## src/rtl/bin2bcd_pkg.sv

```systemverilog
// Shared types and constants for the sequential binary-to-BCD converter.
package bin2bcd_pkg;

   typedef enum logic [1:0] {
      IDLE = 2'b00,
      CONV = 2'b01,
      DONE = 2'b10
   } state_e;

   localparam logic [3:0] ERR_DIGIT = 4'hF;

   // ceil(bits * log10(2)) in fixed point; smallest digit count that holds 2^bits-1
   function automatic int min_digits(input int bits);
      return (bits * 30103 + 99999) / 100000;
   endfunction

endpackage

```

## src/rtl/bin2bcd_seq_if.sv

```systemverilog
// Request/result bundle between the divider side and the BCD converter.
// Carries the blank vector only when BIN2BCD_BLANK_EN is defined.
interface bin2bcd_seq_if #(
   parameter int BITSIZE = 16,
   parameter int DIGITS  = 5
);
   logic                  strt;
   logic [BITSIZE-1:0]    bin_in;
   logic                  in_invalid;
   logic [4*DIGITS-1:0]   bcd;
   logic                  done;
   logic                  idle;
`ifdef BIN2BCD_BLANK_EN
   logic [DIGITS-1:0]     blank;

   modport master (output strt, bin_in, in_invalid, input bcd, done, idle, blank);
   modport slave  (input strt, bin_in, in_invalid, output bcd, done, idle, blank);
`else
   modport master (output strt, bin_in, in_invalid, input bcd, done, idle);
   modport slave  (input strt, bin_in, in_invalid, output bcd, done, idle);
`endif
endinterface

```

## src/rtl/bcd_digit_adj.sv

```systemverilog
// Double-dabble digit correction: a BCD digit of 5 or more gets +3 before the shift.
module bcd_digit_adj (
   input  logic [3:0] din,
   output logic [3:0] dout
);
   assign dout = (din >= 4'd5) ? din + 4'd3 : din;
endmodule

```

## src/rtl/bin2bcd_seq.sv

```systemverilog
// Sequential shift-add-3 binary-to-BCD converter, one input bit per clock.
// Optional BIN2BCD_BLANK_EN adds a registered leading-zero blank vector.
module bin2bcd_seq
   import bin2bcd_pkg::*;
#(
   parameter int BITSIZE   = 16,
   parameter int INDEXSIZE = 4,
   parameter int DIGITS    = 5
) (
   input logic           clk,
   input logic           rst,
   bin2bcd_seq_if.slave  bus
);
   localparam int W = 4 * DIGITS;

   generate
      if (DIGITS < min_digits(BITSIZE)) begin : g_digits_chk
         $error("bin2bcd_seq: DIGITS too small for BITSIZE");
      end
   endgenerate

   state_e                state_q, state_d;
   logic [BITSIZE-1:0]    bin_q, bin_d;
   logic [W-1:0]          work_q, work_d;
   logic [INDEXSIZE-1:0]  cnt_q, cnt_d;
   logic [W-1:0]          bcd_q, bcd_d;
   logic [W-1:0]          adj;
   logic                  unused_adj_msb;

   for (genvar g = 0; g < DIGITS; g++) begin : g_adj
      bcd_digit_adj u_adj (
         .din  (work_q[4*g +: 4]),
         .dout (adj[4*g +: 4])
      );
   end

   // The top adjusted bit is shifted out; the DIGITS bound keeps it zero.
   assign unused_adj_msb = adj[W-1];

   always_comb begin
      state_d = state_q;
      bin_d   = bin_q;
      work_d  = work_q;
      cnt_d   = cnt_q;
      bcd_d   = bcd_q;
      case (state_q)
         IDLE: begin
            if (bus.strt) begin
               if (bus.in_invalid) begin
                  work_d  = {DIGITS{ERR_DIGIT}};
                  state_d = DONE;
               end else begin
                  bin_d   = bus.bin_in;
                  work_d  = '0;
                  cnt_d   = INDEXSIZE'(BITSIZE - 1);
                  state_d = CONV;
               end
            end
         end
         CONV: begin
            work_d = {adj[W-2:0], bin_q[BITSIZE-1]};
            bin_d  = {bin_q[BITSIZE-2:0], 1'b0};
            cnt_d  = cnt_q - INDEXSIZE'(1);
            if (cnt_q == '0) state_d = DONE;
         end
         DONE: begin
            bcd_d   = work_q;
            state_d = IDLE;
         end
         default: state_d = IDLE;
      endcase
   end

   always_ff @(posedge clk) begin
      if (rst) begin
         state_q <= IDLE;
         bin_q   <= '0;
         work_q  <= '0;
         cnt_q   <= '0;
         bcd_q   <= '0;
      end else begin
         state_q <= state_d;
         bin_q   <= bin_d;
         work_q  <= work_d;
         cnt_q   <= cnt_d;
         bcd_q   <= bcd_d;
      end
   end

   assign bus.bcd  = bcd_q;
   assign bus.done = (state_q == DONE);
   assign bus.idle = (state_q == IDLE);

`ifdef BIN2BCD_BLANK_EN
   logic [DIGITS-1:0] blank_q, blank_d;
   logic              zero_above;

   // Error digits are nonzero, so the invalid path naturally yields blank=0.
   always_comb begin
      blank_d    = blank_q;
      zero_above = 1'b1;
      if (state_q == DONE) begin
         for (int i = DIGITS - 1; i >= 0; i--) begin
            zero_above = zero_above & (work_q[4*i +: 4] == 4'd0);
            blank_d[i] = zero_above;
         end
         blank_d[0] = 1'b0;
      end
   end

   always_ff @(posedge clk) begin
      if (rst) blank_q <= {{(DIGITS-1){1'b1}}, 1'b0};
      else     blank_q <= blank_d;
   end

   assign bus.blank = blank_q;
`endif

endmodule

```

## src/flat_wrapper.sv

```systemverilog
// flat-port wrapper written by rule: the top's interface ports become plain ports
module bin2bcd_seq_flat import bin2bcd_pkg::*;
#(
   parameter int BITSIZE   = 16,
   parameter int INDEXSIZE = 4,
   parameter int DIGITS    = 5
)
  (clk, rst, bus_strt, bus_bin_in, bus_in_invalid, bus_bcd, bus_done, bus_idle);
  bin2bcd_seq_if #(.BITSIZE(BITSIZE), .DIGITS(DIGITS)) bus_i ();
  input logic clk;
  input logic rst;
  input wire logic [$bits(bus_i.strt)-1:0] bus_strt;
  input wire logic [$bits(bus_i.bin_in)-1:0] bus_bin_in;
  input wire logic [$bits(bus_i.in_invalid)-1:0] bus_in_invalid;
  output wire logic [$bits(bus_i.bcd)-1:0] bus_bcd;
  output wire logic [$bits(bus_i.done)-1:0] bus_done;
  output wire logic [$bits(bus_i.idle)-1:0] bus_idle;
  assign bus_i.strt = bus_strt;
  assign bus_i.bin_in = bus_bin_in;
  assign bus_i.in_invalid = bus_in_invalid;
  assign bus_bcd = bus_i.bcd;
  assign bus_done = bus_i.done;
  assign bus_idle = bus_i.idle;
  bin2bcd_seq #(.BITSIZE(BITSIZE), .INDEXSIZE(INDEXSIZE), .DIGITS(DIGITS)) u_core (.clk(clk), .rst(rst), .bus(bus_i));
endmodule
```

## config.mk

```make
export PLATFORM = sky130hd
export DESIGN_NAME = bin2bcd_seq_flat
export DESIGN_NICKNAME = d
export VERILOG_FILES = /design/src/rtl/bin2bcd_pkg.sv /design/src/rtl/bin2bcd_seq_if.sv /design/src/rtl/bcd_digit_adj.sv /design/src/rtl/bin2bcd_seq.sv /design/src/flat_wrapper.sv
export SDC_FILE = /design/constraint.sdc
export NUM_CORES = 1
export LEC_CHECK = 0
export CAP_MARGIN = 15
export CELL_PAD_IN_SITES_DETAIL_PLACEMENT = 1
export CELL_PAD_IN_SITES_GLOBAL_PLACEMENT = 1
export CORE_UTILIZATION = 40
export CTS_BUF_LIST = sky130_fd_sc_hd__clkbuf_8
export DETAILED_ROUTE_END_ITERATION = 6
export PLACE_DENSITY_LB_ADDON = 0.3
export SYNTH_ARGS = -nofsm -noshare
export SYNTH_HDL_FRONTEND = slang
export SYNTH_SLANG_ARGS = --single-unit
export TNS_END_PERCENT = 50
```

## constraint.sdc

```tcl
create_clock -name clk -period 3.11 [get_ports clk]
set_clock_uncertainty 0.2 [all_clocks]
set_input_delay 0.311 -clock clk [delete_from_list [all_inputs] [get_ports clk]]
set_output_delay 0.311 -clock clk [all_outputs]
set_load 0.005 [all_outputs]
```

==> results by group <==
Yosys
  • Top cells by area, synth: dfxtp_1 41%, nand2_1 9.6%, a21oi_1 7.4%, a311oi_2 5.4%, ha_1 4.5%
  • Async set or reset register ratio after synthesis: 0%
  • Top cell type by total area after synthesis: dfxtp_1
  • Mapped Cells: 366
  • Syn_area_per_cell: 8.30 um^2
  • Post-Synth Simple-Gate Area: 20.1%
  • Area of the mapped netlist: 3040 um^2
  • Most instantiated library cell after synthesis: nand2_1
  • Top post-synthesis cells by count: 78 x nand2_1, 62 x dfxtp_1, 45 x a21oi_1, 32 x nor2_1, 18 x o21ai_0
  • Largest family of logic cells by synthesized area: compound AO/OA/AOI/OAI gates
  • Synth cell types: 36
  • Compound-Gate Fraction of Synth Area: 26.0%
  • Net Count, Synth: 397
  • Adder-cell area share of the yosys netlist: 4.53%
  • Post-Synth XOR/XNOR Area: 0%
  • Most used DFF post-synth: dfxtp_1
  • FF+latch count, synth: 62
  • Warnings from Yosys: 0
  • Seq/Total Area, Yosys: 40.9%
  • Mux contribution to synthesized area: 1.81%
  • Post-synth EDFFs: 0
  • Area share of the largest cell type after synthesis: 40.9%

Die
  • Die height: 89.1 um
  • Core area: 7290 um^2
  • Die ar.: 7940 um^2
  • Initial core utilization: 41.6%
  • Ports: 42
  • Chip width: 89.1 um
  • FP Rows: 31

Placed design
  • Post-DP HPWL: 4.78 mm
  • Placed insts: 487
  • Post-DP Area: 3450 um^2
  • GPL Wtd Cong: 0.757
  • IO buf count: 41

Global routing
  • Initial antenna violation count: 0
  • First-pass GRT wire length: 12.6 mm
  • Vias in the first global route: 2626
  • Met3 Use GR: 3.88%
  • Largest net degree at the start of global routing: 42
  • Met1 Use GR: 26.0%
  • Grt total ovfl: 0
  • Total track usage: 20.6%
  • Gr busiest metal: met2
  • Routing usage on met2: 34.7%

STA
  • Final period util: 82.7%
  • Setup TNS: 0 ns
  • Worst slew margin: 46.1%
  • FMAX: 389 MHz
  • Worst-Margin Slew: 0.808 ns
  • RSZ-0062 raised after global routing: no
  • Min cycle time layout: 2.57 ns
  • Final Max Tran Viols: 0
  • Setup Viol. Count Final: 0
  • Final Hold Fails: 0

Setup path
  • CP max FO: 21
  • Reg-to-Reg Start: u_core.state_q[1]$_SDFFE_PP0P_
  • Worst R2R Setup Slack: 0.97 ns
  • WP data required: 2.60 ns
  • Reg2reg end: u_core.work_q[17]$_SDFFE_PP0P_
  • Critical path type: reg -> out
  • Worst Path Arrival: 2.06 ns
  • CP endpoint kind: primary output
  • Worst setup path end: bus_done
  • R2r worst-path depth: 4
  • Worst Setup SP: u_core.state_q[1]$_SDFFE_PP0P_
  • Startpoint Class: flip-flop

Routing
  • First DRT Iteration DRCs: 94
  • Average via count per standard cell: 5.45
  • DR pass1 iterations: 4
  • Post-route ant nets: 0
  • Vias: 2736
  • DRC viols: 0
  • Wire per inst: 15.0 um
  • Final WL: 7.53 mm

CTS
  • Post-CTS resize count: 0
  • Clock slew at reported path FFs: 0.06 ns
  • Setup bufs post-CTS: 0
  • Clock root buffer: clkbuf_8
  • # hold bufs at CTS: 0
  • CTS tree: yes
  • Total CTS buffers: 9
  • Worst-Skew Late Latency: 0.34 ns
  • CTS sink count: 62
  • Max Buffers Root-to-Sink: 2
  • CTS H-tree lvls: 3

Pwr
  • Pwr/cell area: 541 nW/um^2
  • VDD IR max: 0.262 mV
  • LEAKAGE: 1.27 nW

Final layout
  • Final Non-Filler Cells: 502
  • Share of layout cells above drive strength 1: 10.4%
  • Area Growth Syn to Fin: 19.2%
  • Fin area: 3620 um^2
  • FILL cells: 919
  • # diodes: 0
  • Final Net Count: 430

Run
  • Max Cap Violations: 0

Min path
  • Hold crit path type: reg -> reg

Outcome
  • Status: completed
worst min-delay path by stage:
stage | startpoint | endpoint | slack (ns) | cells after the start
after detailed placement | u_core.bus.bcd[7]$_SDFFE_PP0P_ | u_core.bus.bcd[7]$_SDFFE_PP0P_ | 0.25 | 2
after floorplan | u_core.bin_q[0]$_SDFFE_PP0P_ | u_core.bin_q[0]$_SDFFE_PP0P_ | 0.23 | 2
final | u_core.bus.bcd[5]$_SDFFE_PP0P_ | u_core.bus.bcd[5]$_SDFFE_PP0P_ | 0.25 | 2
after CTS | u_core.bus.bcd[7]$_SDFFE_PP0P_ | u_core.bus.bcd[7]$_SDFFE_PP0P_ | 0.26 | 2
after global routing | u_core.bus.bcd[15]$_SDFFE_PP0P_ | u_core.bus.bcd[15]$_SDFFE_PP0P_ | 0.27 | 2
after global placement | u_core.bin_q[0]$_SDFFE_PP0P_ | u_core.bin_q[0]$_SDFFE_PP0P_ | 0.24 | 2
final cells by class:
type | instances | area (um^2) | area share (%)
flip-flops and latches | 62 | 1240 | 34.3
well taps | 99 | 124 | 3.42
clock inverters | 4 | 16.3 | 0.449
inverters | 16 | 60.1 | 1.66
multi-input cells | 265 | 1590 | 44.0
repair buffers | 45 | 435 | 12.0
clock buffers | 11 | 151 | 4.18
sequential cells by signal (all words and copies together) (netlist names):
name and count:
u_core.bus.bcd 20, u_core.work_q 20, u_core.bin_q 16, u_core.cnt_q 4, u_core.state_q 2
critical path, stage by stage, from the launching register on:
cell and delay, ns:
dfxtp_1 0.68, nand2_1 0.15, inv_1 0.09, buf_4 0.24, clkdlybuf4s50_1 0.55
kinds of logic after synthesis:
kind of cell               count (synthesis)
buffers and inverters                     39
DFF                                       62
AOI/OAI and AO/OA                        109
adders and majority gates                 11
and+or+nand+nor                          140
muxes                                      5
through the flow:
stage,util [%],worst slack [ns],hold slack (ns),power (mW)
after floorplan,-,1.47,0.232,1.24
after global placement,47.4,0.932,0.241,1.33
after detailed placement,47.4,0.854,0.249,1.36
after CTS,49.7,0.514,0.257,1.98
after global routing,49.7,0.389,0.273,2.07
final,49.7,0.537,0.253,1.96
cell usage in the layout (no fill, tap or decap), types with 2 or more instances in the layout:
master / n
nand2_1: 78
dfxtp_1: 62
a21oi_1: 45
clkdlybuf4s50_1: 40
nor2_1: 32
inv_1: 18
o21ai_0: 18
nand2b_1: 11
a311oi_2: 11
ha_1: 11
clkbuf_8: 11
nor3_1: 10
a31oi_1: 7
a2111oi_0: 5
a41oi_1: 5
a211oi_1: 5
nor3b_1: 4
mux2_2: 4
a311oi_1: 4
buf_4: 4
o21a_1: 2
a2111oi_2: 2
power by group:
part	switching, mW	internal [mW]
Combinational	0.230	0.170
Clock	0.297	0.318
Sequential	0.0797	0.865
layer usage:
metal / part of all wire, % / vias up
li1: - / 1342
met1: 46 / 1341
met2: 49 / 45
met3: 3.2 / 8
met4: 1.4 / 0
met5: 0 / -
Note: power is estimated with default switching activity, not from simulation.
